`config.mk`:
```
export PLATFORM = sky130hd
export DESIGN_NAME = iir_sos_cascade
export DESIGN_NICKNAME = d
export VERILOG_FILES = /design/src/rtl/iir_sos_cascade.sv
export SDC_FILE = /design/constraint.sdc
export NUM_CORES = 2
export LEC_CHECK = 0
export ABC_AREA = 1
export ABC_CLOCK_PERIOD_IN_PS = 25200
export BUFFER_PORTS_ARGS = -buffer_cell sky130_fd_sc_hd__buf_4
export CAP_MARGIN = 40
export CELL_PAD_IN_SITES_DETAIL_PLACEMENT = 0
export CELL_PAD_IN_SITES_GLOBAL_PLACEMENT = 1
export CORE_UTILIZATION = 25
export DETAILED_ROUTE_END_ITERATION = 12
export HOLD_SLACK_MARGIN = 0.08
export PLACE_DENSITY_LB_ADDON = 0.2
export SLEW_MARGIN = 15
export SYNTH_ARGS = -nofsm -noshare
export SYNTH_HDL_FRONTEND = slang
export SYNTH_SLANG_ARGS = --single-unit
```
`constraint.sdc`:
```
create_clock -name clk -period 25.2 [get_ports clk]
set_input_delay 6.3 -clock clk [delete_from_list [all_inputs] [get_ports clk]]
set_output_delay 6.3 -clock clk [all_outputs]
set_load 0.05 [all_outputs]
```
`src/rtl/iir_sos_cascade.sv`:
```
// Cascade of NUM_SOS Direct Form I biquads sharing a single multiply-accumulator.
// Define IIR_SAT_CNT_EN to add the sat_count port (section saturation event counter).
module iir_sos_cascade #(
    parameter int NUM_SOS   = 4,
    parameter int DATA_W    = 16,
    parameter int COEF_W    = 16,
    parameter int COEF_FRAC = 14,
    parameter int ACC_W     = 40
) (
    input  logic              clk,
    input  logic              rst,
    input  logic              pipeline_en,
    input  logic              data_in_valid,
    input  logic [DATA_W-1:0] data_in,
    input  logic              coef_wr_en,
    input  logic [7:0]        coef_wr_addr,
    input  logic [COEF_W-1:0] coef_wr_data,
    output logic              busy,
    output logic              sos_out_valid,
    output logic [DATA_W-1:0] sos_out_data,
    output logic              overflow,
    output logic              sample_drop
`ifdef IIR_SAT_CNT_EN
    ,
    output logic [15:0]       sat_count
`endif
);

    localparam int NUM_COEF = NUM_SOS * 5;
    localparam int SEC_W    = (NUM_SOS > 1) ? $clog2(NUM_SOS) : 1;
    localparam int CIDX_W   = $clog2(NUM_COEF);
    localparam int PROD_W   = DATA_W + COEF_W;

    localparam logic [SEC_W-1:0]         LAST_SEC   = SEC_W'(NUM_SOS - 1);
    localparam logic [7:0]               COEF_LIMIT = 8'(NUM_COEF);
    localparam logic signed [COEF_W-1:0] COEF_ONE   =
        {{(COEF_W-COEF_FRAC-1){1'b0}}, 1'b1, {COEF_FRAC{1'b0}}};
    localparam logic signed [ACC_W-1:0]  RND        =
        {{(ACC_W-COEF_FRAC){1'b0}}, 1'b1, {(COEF_FRAC-1){1'b0}}};
    localparam logic signed [ACC_W-1:0]  Y_MAX      =
        {{(ACC_W-DATA_W+1){1'b0}}, {(DATA_W-1){1'b1}}};
    localparam logic signed [ACC_W-1:0]  Y_MIN      =
        {{(ACC_W-DATA_W+1){1'b1}}, {(DATA_W-1){1'b0}}};

    typedef enum logic [1:0] {IDLE, MAC, FINAL, OUT} state_t;

    state_t                   state, state_nx;
    logic [2:0]               slot;
    logic [SEC_W-1:0]         section;
    logic                     accept, mac_en, fin_en, out_en;

    logic signed [COEF_W-1:0] coef [NUM_COEF];
    logic signed [DATA_W-1:0] x1 [NUM_SOS];
    logic signed [DATA_W-1:0] x2 [NUM_SOS];
    logic signed [DATA_W-1:0] y1 [NUM_SOS];
    logic signed [DATA_W-1:0] y2 [NUM_SOS];
    logic signed [DATA_W-1:0] x_cur;
    logic signed [ACC_W-1:0]  acc;

    logic [CIDX_W-1:0]        rd_idx;
    logic signed [DATA_W-1:0] mac_d;
    logic signed [COEF_W-1:0] mac_c;
    logic signed [PROD_W-1:0] prod;
    logic signed [ACC_W-1:0]  prod_ext, acc_rnd, y_full;
    logic signed [DATA_W-1:0] y_sat;
    logic                     clip;

    always_ff @(posedge clk or posedge rst) begin
        if (rst) state <= IDLE;
        else     state <= state_nx;
    end

    always_comb begin
        state_nx = state;
        if (!pipeline_en) begin
            state_nx = IDLE;
        end else begin
            case (state)
                IDLE:    if (data_in_valid) state_nx = MAC;
                MAC:     if (slot == 3'd4) state_nx = FINAL;
                FINAL:   state_nx = (section == LAST_SEC) ? OUT : MAC;
                OUT:     state_nx = IDLE;
                default: state_nx = IDLE;
            endcase
        end
    end

    always_comb begin
        busy   = (state != IDLE);
        accept = pipeline_en && data_in_valid && (state == IDLE);
        mac_en = pipeline_en && (state == MAC);
        fin_en = pipeline_en && (state == FINAL);
        out_en = pipeline_en && (state == OUT);
    end

    // Slot wraps after the fifth product so FINAL always sees slot 0 and in-range reads.
    always_ff @(posedge clk or posedge rst) begin
        if (rst) begin
            slot    <= '0;
            section <= '0;
        end else if (accept) begin
            slot    <= '0;
            section <= '0;
        end else if (mac_en) begin
            slot <= (slot == 3'd4) ? '0 : slot + 3'd1;
        end else if (fin_en) begin
            section <= (section == LAST_SEC) ? '0 : section + SEC_W'(1);
        end
    end

    always_comb begin
        rd_idx = CIDX_W'(32'(section) * 32'd5 + 32'(slot));
        mac_c  = coef[rd_idx];
        case (slot)
            3'd0:    mac_d = x_cur;
            3'd1:    mac_d = x1[section];
            3'd2:    mac_d = x2[section];
            3'd3:    mac_d = y1[section];
            default: mac_d = y2[section];
        endcase
        prod     = PROD_W'(mac_d) * PROD_W'(mac_c);
        prod_ext = {{(ACC_W-PROD_W){prod[PROD_W-1]}}, prod};
        acc_rnd  = acc + RND;
        y_full   = acc_rnd >>> COEF_FRAC;
        clip     = 1'b0;
        y_sat    = y_full[DATA_W-1:0];
        if (y_full > Y_MAX) begin
            y_sat = Y_MAX[DATA_W-1:0];
            clip  = 1'b1;
        end else if (y_full < Y_MIN) begin
            y_sat = Y_MIN[DATA_W-1:0];
            clip  = 1'b1;
        end
    end

    // Feedback products (a1, a2) are subtracted.
    always_ff @(posedge clk or posedge rst) begin
        if (rst) begin
            acc <= '0;
        end else if (mac_en) begin
            if (slot == 3'd0)      acc <= prod_ext;
            else if (slot >= 3'd3) acc <= acc - prod_ext;
            else                   acc <= acc + prod_ext;
        end
    end

    always_ff @(posedge clk or posedge rst) begin
        if (rst) begin
            x1    <= '{default: '0};
            x2    <= '{default: '0};
            y1    <= '{default: '0};
            y2    <= '{default: '0};
            x_cur <= '0;
        end else if (!pipeline_en) begin
            x1 <= '{default: '0};
            x2 <= '{default: '0};
            y1 <= '{default: '0};
            y2 <= '{default: '0};
        end else begin
            if (accept) x_cur <= data_in;
            if (fin_en) begin
                x2[section] <= x1[section];
                x1[section] <= x_cur;
                y2[section] <= y1[section];
                y1[section] <= y_sat;
                x_cur       <= y_sat;
            end
        end
    end

    always_ff @(posedge clk or posedge rst) begin
        if (rst) begin
            for (int unsigned i = 0; i < NUM_COEF; i++)
                coef[CIDX_W'(i)] <= (i % 5 == 0) ? COEF_ONE : '0;
        end else if (coef_wr_en && !busy && (coef_wr_addr < COEF_LIMIT)) begin
            coef[coef_wr_addr[CIDX_W-1:0]] <= coef_wr_data;
        end
    end

    always_ff @(posedge clk or posedge rst) begin
        if (rst) begin
            sos_out_valid <= 1'b0;
            sos_out_data  <= '0;
            overflow      <= 1'b0;
            sample_drop   <= 1'b0;
        end else begin
            sos_out_valid <= out_en;
            if (out_en) sos_out_data <= x_cur;
            if (!pipeline_en) begin
                overflow    <= 1'b0;
                sample_drop <= 1'b0;
            end else begin
                if (fin_en && clip)        overflow    <= 1'b1;
                if (data_in_valid && busy) sample_drop <= 1'b1;
            end
        end
    end

`ifdef IIR_SAT_CNT_EN
    always_ff @(posedge clk or posedge rst) begin
        if (rst)                                         sat_count <= '0;
        else if (!pipeline_en)                           sat_count <= '0;
        else if (fin_en && clip && (sat_count != '1))    sat_count <= sat_count + 16'd1;
    end
`endif

endmodule

```
# Yosys cells after proc, flatten, opt, wreduce, memory -nomap -nowiden
# Index checks and enable logic that the tools add are counted.
# op_classes
addsub	6
n_reduce_logical	20
n_mux	57
shifts	0
eq_ne	14
n_div	0
order_cmp	9
n_bitwise	3
mul	2
# op_table
operator	count
$mux W64	8
$bwmux W320	1
$bwmux W64	4
$mux W16	16
$bmux W16 S2	4
$bmux W16 S5	1
$demux W16 S5	1
$mux W40	2
$pmux W16 S4	1
$add A40 B15 Y40 const B	1
$add A40 B32 Y40	1
$sub A40 B32 Y40	1
$demux W16 S2	1
$mul A16 B16 Y32	1
$gt A26 B16 Y1 const B	1
$lt A26 B16 Y1 const B	1
$mux W2	8
$ge A6 B6 Y1 const B	2
$not A5 Y6	2
$logic_and A1 B1 Y1	11
$mux W3	3
$lt A8 B5 Y1 const B	1
$pmux W2 S4	1
$eq A2 B2 Y1 const B	3
23 further kinds	35
# word_totals
in_bits	45
ramBits	0
regBits	658
latchBits	0
rom_bits	0
n_memories	0
output_inout_bits	20
word_cells	156

# Logic depth before layout (Yosys ltp)
# logic_depth
word_depth	10
mapped_depth	60
mapped_depth_nobuf	58

# Worst setup path after synthesis
# OpenSTA, ideal clock, no wires.
# synth_timing
path_kind	reg-to-reg
from	register slot[1]
to	register acc[35]
n_path_buf	3
period_less_slack_ns	9.816
path_slack_ns	15.384
stages_incl_launch_ff	51
arrival_ns	9.684
t_required_ns	25.067
setup_ns	0.133
cell_sequence	dfrtp_1 > ha_1 > ha_1 > fa_1 > buf_2 > clkinv_1 > clkbuf_1 > o311ai_0 > o311ai_0 > o21ai_2 > buf_2 > nand2_1 > fa_1 > inv_1 > fa_1 > inv_1 > fa_1 > inv_1 > (+15 left out) > nand2_1 > nor2_1 > nand2_1 > nor2_1 > nand3_1 > xor2_1 > nand2_1 > o21ai_0 > ha_1 > a21oi_1 > o21ai_0 > a21oi_1 > nor2_1 > a211oi_1 > nand3_1 > or2_2 > a31oi_1 > a21oi_1
# synth_between
elab_chain_len	9
word_cells_on_any_way	16
cone_classes	add/sub (3); mul (1); order compare (1); eq/ne (3); mux (6); bitwise (1); reduce/logical (1)
# synth_rtl
item	line	rtl
from (decl)	48	logic [2:0] slot;
from (signal assigned)	105	slot <= (slot == 3'd4) ? '0 : slot + 3'd1;
$add A5 B3 Y5	112	rd_idx = CIDX_W'(32'(section) * 32'd5 + 32'(slot));
$not A5 Y6 (not written as such)	113	mac_c = coef[rd_idx];
$bmux W16 S5	113	
$mux W16 (not written as such) (2 in series)	113	
$mul A16 B16 Y32	121	prod = PROD_W'(mac_d) * PROD_W'(mac_c);
$add A40 B32 Y40 or $sub A40 B32 Y40 (tied branches)	143, 142	
$mux W40	142	else if (slot >= 3'd3) acc <= acc - prod_ext;
$mux W40 (*)	141	if (slot == 3'd0) acc <= prod_ext;
to (signal assigned)	141	
to (signal assigned)	142	
to (signal assigned)	143	else acc <= acc + prod_ext;
to (decl)	58	logic signed [ACC_W-1:0] acc;
# Mark *: on every way between the ends. The rest lies on a longest branch, timed or not. The select of a mux whose other input is x is not followed.
# A chain may end at the register's enable or synchronous reset.

# Final worst setup path
# layout_timing
from	register section[0]
to	register acc[27]
# layout_between
elab_chain_len	10
word_cells_on_any_way	25
cone_classes	add/sub (3); mul (2); mux (18); bitwise (2)
# layout_rtl
item	line	rtl
from (decl)	49	logic [SEC_W-1:0] section;
from (signal assigned)	107	section <= (section == LAST_SEC) ? '0 : section + SEC_W'(1);
$mul A2 B3 Y5	112	
$add A5 B3 Y5	112	
$not A5 Y6 (not written as such)	113	
$bmux W16 S5	113	
$mux W16 (not written as such) (2 in series)	113	
$mul A16 B16 Y32 (*)	121	
$add A40 B32 Y40 or $sub A40 B32 Y40 (tied branches)	143, 142	
$mux W40	142	
$mux W40 (*)	141	
# Marks and branches as above.

==> key figures <==
STA
  – RSZ-0062 raised after global routing: false
  – Count of final hold-check violations: 0
  – Post-Route Skew: around 0.045 ns
  – Slew headroom: 40.81%
  – Fin. max-slew vios: 0
  – Count of final setup violators: 0
  – Transition time at the pin with the least slew margin: approximately 0.87 ns
  – Sum of negative setup slack: 0 ns
  – Fin crit share: 51.11%
  – Max Clk Rate: a little under 0.08 GHz
  – Minimum period implied by the final worst setup slack: between 10 and 15 ns

Floorplan
  – Std-Cell Core Area: 0.1767 mm^2
  – DIE WIDTH: 424.6 um
  – Row count: 154
  – Initial cell density of the core: 25.27%
  – Total I/O pin count: 65
  – Die Footprint: 0.1803 mm^2
  – DIE HEIGHT: 424.6 um

Clocking
  – Clk sink count: 658
  – PostCTS Resize Cnt: 0
  – Clock transition time at the flip-flop clock pins of the worst setup and hold paths: 0.06 ns
  – Setup Fix Bufs, Post-CTS: 0
  – Worst-skew pair later-pin latency: about 0.69 ns
  – CTS root buf: clkbuf_16
  – CTS Hold Buffers Added: 0
  – Cts bufs inserted: 82
  – Longest Clk Path Bufs: 3
  – CTS tree: done
  – H-tree depth: 3

Logic synthesis
  – Predominant post-synthesis flop cell: dfrtp_1
  – Warnings, synthesis: 0
  – Register bit total from synthesis: 658
  – Post-synthesis instance area: 0.04465 mm^2
  – Sequential cell area fraction in the yosys report: 36.89%
  – Syn Area/Cell: 7.746 um^2
  – Number of synthesized flops with an enable pin: 0
  – Share of async-settable or async-resettable flops after synthesis: 100.0%
  – Cell count after synthesis: 5764
  – Post-Synthesis Net Count: between 6000 and 7000
  – Count of different cell masters after synthesis: 60

GRT
  – Initial antenna violation count: 1
  – Global Route Usage Sum: ~18%
  – Remaining global-route overflow: 0
  – Maximum number of pins on one net before global-route repair: 139
  – Via count of the first global-routing pass: 39230
  – Wire length of the first global-routing pass: 249.4 mm

Setup path
  – Req. time, crit path: 25.73 ns
  – Type of destination of the critical path: register
  – Critical-path top delay cell: dfrtp_4
  – Element type at the critical path start: register
  – Most used cell, CP: nand2_1
  – Largest fanout on the critical path: 69
  – Cell family contributing the most delay on the critical path: adder cells
  – Crit-path max cell delay: 0.87 ns
  – Setup Crit Path Kind: reg -> reg
  – Buffers and inverters on the worst path: 11
  – Arrival time worst endpoint: roughly 13 ns

Drt
  – Total wirelength of the detailed-routed design: around 160 mm
  – Post-DR wirelength/cell: a little under 20 um
  – Residual antenna-violating net count after detailed routing: 0
  – Total via count in the routed design: 37800
  – Post-route DRC violation count: 0
  – Starting DRC count in detailed routing: 2469
  – DRT Pass-1 Iters: 5
  – Post-detailed-route via-to-cell ratio: 4.659

Placement
  – Estimated wirelength of the detail-placed design: roughly 110 mm
  – Count of buffers from port buffering: 64
  – Last weighted congestion value of the routability-driven placer: ~0.83

Final layout
  – Layout overhead on the synthesized area: 13.42%
  – Proportion of layout cells with a drive suffix above 1: 7.121%
  – # fillers: 19300
  – Total number of nets in the final design: 6158

Min path
  – Min-delay worst type: reg -> reg

Status
  – Run status: finished clean

Flow run
  – Max-cap viol count: 0
cells in the final DEF (no fill, tap or decap), drive strengths merged, types with 4 or more instances in the layout:
cell type,synthesis,layout
nand3b,5,5
and2,6,6
a22oi,28,28
fa,265,265
nand2,1597,1597
a311oi,10,10
nand3,167,167
clkinvlp,0,4
a32o,7,7
a21oi,276,276
nor2,279,279
inv,849,850
o21ai,762,762
o221ai,17,17
o211ai,21,21
clkinv,8,22
clkbuf,207,122
ha,137,137
dfstp,4,4
nor4,6,6
a31oi,23,23
bufinv,0,4
or2,13,13
o311ai,19,19
o22ai,109,109
xnor2,23,23
nand4,48,48
o2111ai,5,5
o21bai,10,10
a21o,7,7
buf,99,169
xor2,55,55
dfrtp,654,654
nor3,34,34
path summary, 6_finish.rpt:
check	startpoint	end	slack [ns]	cells after the start
setup / recovery	section[0]	acc[27]	12.32	48
setup reg to reg	section[0]	acc[27]	12.32	48
hold reg to reg	coef[40]	coef[40]	0.48	2
max in group asynchronous	rst	acc[0]	17.60	6
min in group asynchronous	rst	sos_out_data[8]	5.54	2
hold / removal	coef[40]	coef[40]	0.48	2
cell usage after synthesis, drive strengths merged, types with 7 or more instances:
| cell | n | share of area, % |
|---|---|---|
| a32o | 7 | 0.16 |
| ha | 137 | 3.8 |
| o221ai | 17 | 0.33 |
| o311ai | 19 | 0.37 |
| a21o | 7 | 0.12 |
| xor2 | 55 | 1.1 |
| nand4 | 48 | 0.69 |
| o22ai | 109 | 1.5 |
| or2 | 13 | 0.18 |
| o21ai | 762 | 8.6 |
| a21oi | 276 | 3.1 |
| a311oi | 10 | 0.20 |
| o21bai | 10 | 0.17 |
| nand2 | 1597 | 14 |
| clkinv | 8 | 0.067 |
| dfrtp | 654 | 37 |
| a31oi | 23 | 0.32 |
| nor2 | 279 | 2.5 |
| fa | 265 | 12 |
| nor3 | 34 | 0.44 |
| buf | 99 | 1.2 |
| nand3 | 167 | 1.9 |
| clkbuf | 207 | 1.7 |
| o211ai | 21 | 0.35 |
| inv | 849 | 7.1 |
| a22oi | 28 | 0.47 |
| xnor2 | 23 | 0.47 |
cell families after synthesis:
| group | synth area share (%) |
|---|---|
| adders and majority gates | 15.72 |
| xor gates and xnor gates | 1.597 |
| DFF | 36.89 |
| and+or+nand+nor | 19.68 |
| AOI/OAI and AO/OA | 15.97 |
| buffers and inverters | 10.14 |
per-stage QoR:
stage / setup slack (ns) / utilization (%) / area (um^2) / hold slack, ns / std cells
finish: 12.32 / 28.66 / 50640 / 0.4785 / 8114
global route: 11.16 / 28.66 / 50630 / 0.4906 / 8112
CTS: 12.05 / 28.61 / 50560 / 0.4814 / 8109
detailed placement: 12.10 / 27.07 / 47820 / 0.4652 / 7964
global placement: 12.07 / 26.88 / 47500 / 0.4612 / 7950
floorplan: 0.4673 / - / 44650 / 0.4478 / 5764
area by class of cell:
| type | instances | area, um^2 | area share (%) |
|---|---|---|---|
| clock inverters | 23 | 282.8 | 0.5584 |
| multi-input cells | 3943 | 23710 | 46.82 |
| flip-flops and latches | 658 | 16480 | 32.54 |
| inverters | 857 | 3229 | 6.377 |
| diodes | 2 | 5.005 | 0.009883 |
| clock buffers | 122 | 2454 | 4.845 |
| repair buffers | 169 | 1553 | 3.066 |
| well taps | 2340 | 2928 | 5.782 |
metal layers:
metal	share of wire (%)	GRT usage [%]
met1	48	24.57
met2	48	30.54
met3	2.9	1.906
met4	1.7	3.484
met5	0	0
registers in the layout, indices dropped and copies added (netlist names):
name / flops
x2: 64
y1: 64
acc: 40
x_cur: 16
overflow: 1
coef: 320
sos_out_valid: 1
x1: 64
sample_drop: 1
state: 2
slot: 3
section: 2
sos_out_data: 16
y2: 64
worst register-to-register path, delay by kind of cell (launching register included):
kind                     cells  cell delay [ns]
XOR/XNOR                     1             0.15
AO/OA/AOI/OAI               10             2.62
AND/OR/NAND/NOR             17             2.63
adder cells (fa/ha/maj)      9             4.22
buffers and inverters       11             2.24
flip-flops                   1             0.87
Power is not shown: default switching activity piles up to over one toggle a cycle in this logic, so the estimate is an artifact.
